--- src/rtl/fetch_pkg.sv ---
// Shared types and constants for the instruction fetch unit.
package fetch_pkg;
  localparam logic [31:0] RESET_PC_DEFAULT = 32'h0000_0000;
  localparam int          IRAM_AWIDTH      = 12;

  typedef struct packed {
    logic [31:0] instr;
    logic [31:0] pc;
  } fetch_entry_t;
endpackage

--- src/rtl/fetch_fifo.sv ---
// Two-entry FIFO of fetched {instr, pc} pairs; flush empties it and wins over push.
module fetch_fifo
  import fetch_pkg::*;
(
  input  logic         clk,
  input  logic         rst,
  input  logic         push,
  input  fetch_entry_t push_data,
  input  logic         pop,
  input  logic         flush,
  output logic [1:0]   count,
  output fetch_entry_t head
);
  fetch_entry_t r_mem [0:1];
  logic         r_rd_ptr;
  logic         r_wr_ptr;
  logic [1:0]   r_count;

  always_ff @(posedge clk or negedge rst) begin
    if (!rst) begin
      r_mem[0] <= '0;
      r_mem[1] <= '0;
      r_rd_ptr <= 1'b0;
      r_wr_ptr <= 1'b0;
      r_count  <= 2'd0;
    end else if (flush) begin
      r_rd_ptr <= 1'b0;
      r_wr_ptr <= 1'b0;
      r_count  <= 2'd0;
    end else begin
      if (push) begin
        r_mem[r_wr_ptr] <= push_data;
        r_wr_ptr        <= ~r_wr_ptr;
      end
      if (pop) r_rd_ptr <= ~r_rd_ptr;
      r_count <= r_count + {1'b0, push} - {1'b0, pop};
    end
  end

  assign count = r_count;
  assign head  = r_mem[r_rd_ptr];

  // The issue throttle guarantees a full buffer never receives a write.
  a_no_overflow: assert property (@(posedge clk) disable iff (!rst)
    !(push && !flush && r_count == 2'd2));
endmodule

--- src/rtl/instr_fetch.sv ---
// Instruction fetch: PC register, one-deep RAM pipeline and a 2-entry output buffer.
// Handshake: a word transfers to decode on a rising edge where instr_valid && instr_ready;
// while instr_valid=1 and instr_ready=0 the head (instr, instr_pc) is held unchanged.
module instr_fetch
  import fetch_pkg::*;
#(
  parameter logic [31:0] RESET_PC   = RESET_PC_DEFAULT,
  parameter int          FIFO_DEPTH = 2
) (
  input  logic                   clk,
  input  logic                   rst,
  output logic [IRAM_AWIDTH-1:0] ram_addr,
  input  logic [31:0]            ram_dout,
  input  logic                   redirect,
  input  logic [31:0]            redirect_pc,
  output logic [31:0]            instr,
  output logic [31:0]            instr_pc,
  output logic                   instr_valid,
  input  logic                   instr_ready
);
  logic [31:0]  r_pc;
  logic         r_inflight;
  logic         w_pop;
  logic         w_issue;
  logic         w_push;
  logic [2:0]   w_occ;
  logic [1:0]   w_count;
  logic [31:0]  w_target;
  fetch_entry_t w_entry;
  fetch_entry_t w_head;

  always_comb begin
    w_pop    = instr_valid && instr_ready;
    // Occupancy after this edge if nothing new is issued; the in-flight word needs a slot.
    w_occ    = {1'b0, w_count} + {2'b0, r_inflight} - {2'b0, w_pop};
    w_issue  = !redirect && (w_occ < 3'(FIFO_DEPTH));
    w_push   = r_inflight && !redirect;
    w_target = redirect_pc & ~32'h3;
    w_entry  = '{instr: ram_dout, pc: r_pc - 32'd4};
  end

  always_ff @(posedge clk or negedge rst) begin
    if (!rst) begin
      r_pc       <= RESET_PC;
      r_inflight <= 1'b0;
    end else if (redirect) begin
      r_pc       <= w_target;
      r_inflight <= 1'b0;
    end else begin
      r_inflight <= w_issue;
      if (w_issue) r_pc <= r_pc + 32'd4;
    end
  end

  fetch_fifo u_fifo (
    .clk       (clk),
    .rst       (rst),
    .push      (w_push),
    .push_data (w_entry),
    .pop       (w_pop),
    .flush     (redirect),
    .count     (w_count),
    .head      (w_head)
  );

  assign ram_addr    = r_pc[IRAM_AWIDTH+1:2];
  assign instr_valid = (w_count != 2'd0);
  assign instr       = w_head.instr;
  assign instr_pc    = w_head.pc;
endmodule
--- config.mk ---
export PLATFORM = sky130hd
export DESIGN_NAME = instr_fetch
export DESIGN_NICKNAME = d
export VERILOG_FILES = /design/src/rtl/fetch_pkg.sv /design/src/rtl/fetch_fifo.sv /design/src/rtl/instr_fetch.sv
export SDC_FILE = /design/constraint.sdc
export NUM_CORES = 1
export LEC_CHECK = 0
export CORE_MARGIN = 2
export CORE_UTILIZATION = 48
export CTS_CLUSTER_SIZE = 14
export DETAILED_ROUTE_END_ITERATION = 6
export GPL_ROUTABILITY_DRIVEN = 0
export PLACE_DENSITY = 0.77
export SLEW_MARGIN = 20
export SYNTH_ARGS = -nofsm -noshare
export SYNTH_HDL_FRONTEND = slang
export SYNTH_SLANG_ARGS = --single-unit
--- constraint.sdc ---
create_clock -name clk -period 2.5 [get_ports clk]
set_input_delay 0.75 -clock clk [delete_from_list [all_inputs] [get_ports clk]]
set_output_delay 0.75 -clock clk [all_outputs]
set_load 0.05 [all_outputs]
==> results.py <==
metrics = {
    "worst_setup_path": {
        "reg2reg_depth": 8,
        "critical_path_class": "in -> reg",
        "r2r_setup_slack_ps": 90,
        "r2r-start": "u_fifo.count[0]",
        "crit_family": "simple AND/OR/NAND/NOR gates",
        "crit_chain": "buf_8 > buf_4 > nor2b_2 > o21ai_2 > fa_2 > xor2_2 > or4_4 > nor4_4 > xnor2_1 > o21ai_1",
        "cp_num_buf_inv": 2,
        "worstReg2RegEnd": "r_pc[19]",
        "crit_path_start_kind": "primary input",
        "worstPathArrival_ps": 2720,
        "cp_max_fo": 5,
        "critPathMaxStageDelay_ps": 600,
        "crit_slowest_cell": "or4_4",
        "cp.required_ps": 2780,
        "endpoint_kind": "register",
    },
    "timing": {
        "skew_ps": 12.8,
        "min_period_ps": 2440,
        "slew_headroom_pct": 55.3,
        "setup_viol": 0,
        "post-route-period-util_pct": 97.7,
        "setup_ws_ps": 57.5,
        "final_hold_viol_count": 0,
        "slew_viol_final": 0,
        "rsz0062_at_grt": "yes",
        "tightest_slew_ps": 665,
        "max_freq_ghz": 0.409,
    },
    "route": {
        "vias": 5877,
        "postRouteAntennaNets": 0,
        "drt_iter0_drc": 292,
        "drt-wirelength-per-cell_um": 16.4,
        "routed_via_density": 5.33,
        "wl_um": 18100,
        "firstDrtPassIters": 4,
        "drc": 0,
    },
    "yosys": {
        "ys_warn_count": 0,
        "netlist_area_um2": 7910,
        "syn_avg_cell_area_um2": 10.8,
        "synth.area.top_cells": "dfrtp_1, mux2_2, nand2_1",
        "synth_edf_count": 0,
        "yosysTopAreaCellShare_pct": 50.3,
        "async_reset_ff_share_pct": 100,
        "synth_seq_cells": 159,
        "synth_top_cells_by_count": "dfrtp_1, mux2_2, nand2_1, o21ai_0, nor2_1",
        "synth_most_common_cell": "dfrtp_1",
        "yosysTopAreaCell": "dfrtp_1",
        "synth_cell_type_count": 44,
        "ys.flop_type": "dfrtp_1",
        "syn_inst": 732,
        "synth_seq_area_share_pct": 50.3,
    },
    "job": {
        "max_cap_violations": 0,
    },
    "final_layout": {
        "num-fill-cells": 1274,
        "final_layout_size_suffix_gt1_share_pct": 34.7,
        "ff_latch_area_um2": 3980,
        "area_delta_synth_final_pct": 29.8,
        "nets": 947,
        "diodes": 0,
        "fin_util_pct": 64.2,
        "multi_input_area_um2": 3700,
    },
    "die": {
        "die_y_um": 132,
        "rows": 46,
        "coreArea_um2": 16000,
        "die_w_um": 132,
        "start_util_pct": 49.4,
        "dieArea_um2": 17500,
        "io_pins": 145,
    },
    "place": {
        "pre_cts_ws_ps": -900,
        "portBuffers": 140,
        "dpl.hpwl_um": 12500,
    },
    "clock_network": {
        "htree_levels": 4,
        "root_buffer": "clkbuf_16",
        "cts_tree": "yes",
        "cts_sinks": 159,
        "clk_latency_ps": 420,
        "cts.clk_slew.worst_paths_ps": 60,
        "cts_buffers": 17,
        "cts_max_path_buffers": 2,
    },
    "global_route": {
        "antenna_found_initial": 0,
        "track_usage_pct": 21.3,
        "grt_first_pass_wirelength_um": 29900,
        "grt_max_degree": 66,
        "grt-ovfl-total": 0,
        "grt_pass1_vias": 5933,
    },
    "power": {
        "finalPower_mw": 14.2,
        "p_leak_nw": 4.36,
        "power.density_cell_area_nw_per_um2": 1380,
        "ir_drop_v": 0.000798,
    },
    "worst_hold_path": {
        "hold_path_class": "in -> async",
    },
    "run_status": {
        "status": "finished, final reports clean",
    },
}
-- cell families after synthesis --
family                     synth area share, %
and+or+nand+nor                           13.8
DFF                                       50.3
muxes                                     18.4
AOI/OAI and AO/OA                         5.82
buffers and inverters                     4.24
xor gates and xnor gates                  6.65
adders and majority gates                0.728
other                                   0.0474
-- final cells by class --
| class | instances | share of cell area, % |
|---|---|---|
| multi-input combinational | 504 | 36.1 |
| timing repair buffer | 189 | 16.5 |
| clock buffer | 19 | 4.31 |
| sequential | 159 | 38.8 |
| inverter | 4 | 0.146 |
| clock inverter | 12 | 1.57 |
| tap | 216 | 2.63 |
-- registers in the layout (all words and copies together), names as in the netlist --
name             flops
u_fifo.r_mem       124
u_fifo.r_wr_ptr      1
u_fifo.r_rd_ptr      1
r_inflight           1
u_fifo.count         2
r_pc                30
-- placed cells by master, fill, tap and decap left out, drive strengths merged, types with 12 or more instances in the layout --
cell type,n
nand2,73
buf,119
nand3,12
nand4,22
xor2,31
nor3,20
xnor2,29
clkdlybuf4s50,63
clkbuf,19
a21oi,30
nor2,50
mux2,128
o21ai,59
dfrtp,159
-- how the worst max path moves through the flow --
stage / startpoint / endpoint / slack [ps] / cells past startpoint
3_5_place_dp: instr_ready / r_pc[19] / -900 / 9
5_1_grt: instr_ready / r_pc[19] / -30 / 10
2_1_floorplan: instr_ready / r_pc[19] / -210 / 9
6_report: instr_ready / r_pc[19] / 60 / 10
3_3_place_gp: instr_ready / r_pc[19] / -850 / 9
4_1_cts: instr_ready / r_pc[19] / -60 / 9
-- what timing repair did --
action,4_1_cts,5_1_grt
endpoints found under the hold margin,0,0
gates resized for setup,18,14
setup buffers,2,1
endpoints found under the setup margin,33,23
pin swaps,6,6
hold buffers,0,0
-- power by group --
part,switching (mW),internal [mW]
Sequential,0.592,3.66
Combinational,4.46,2.82
Clock,1.03,1.60
-- metal layers --
metal,wire (um),up-vias,share of wire [%],track usage (%)
met5,0,-,0,0
met4,217,0,1.2,5.85
met3,891,16,4.9,4.92
met2,8880,152,49,34.9
met1,8150,2903,45,28.4
li1,-,2806,-,-
-- through the flow --
| stage | setup TNS, ps | cell area (um^2) | cells | hold slack (ps) |
|---|---|---|---|---|
| final | 0 | 10300 | 1103 | 263 |
| after global routing | -91.4 | 10300 | 1103 | 285 |
| after CTS | -63.7 | 10200 | 1102 | 271 |
| after detailed placement | -21770 | 9570 | 1069 | 465 |
| after global placement | -20590 | 9570 | 1069 | 455 |
| after floorplan | -1860 | 7980 | 733 | 444 |
Power figures use the tool's default switching activity.
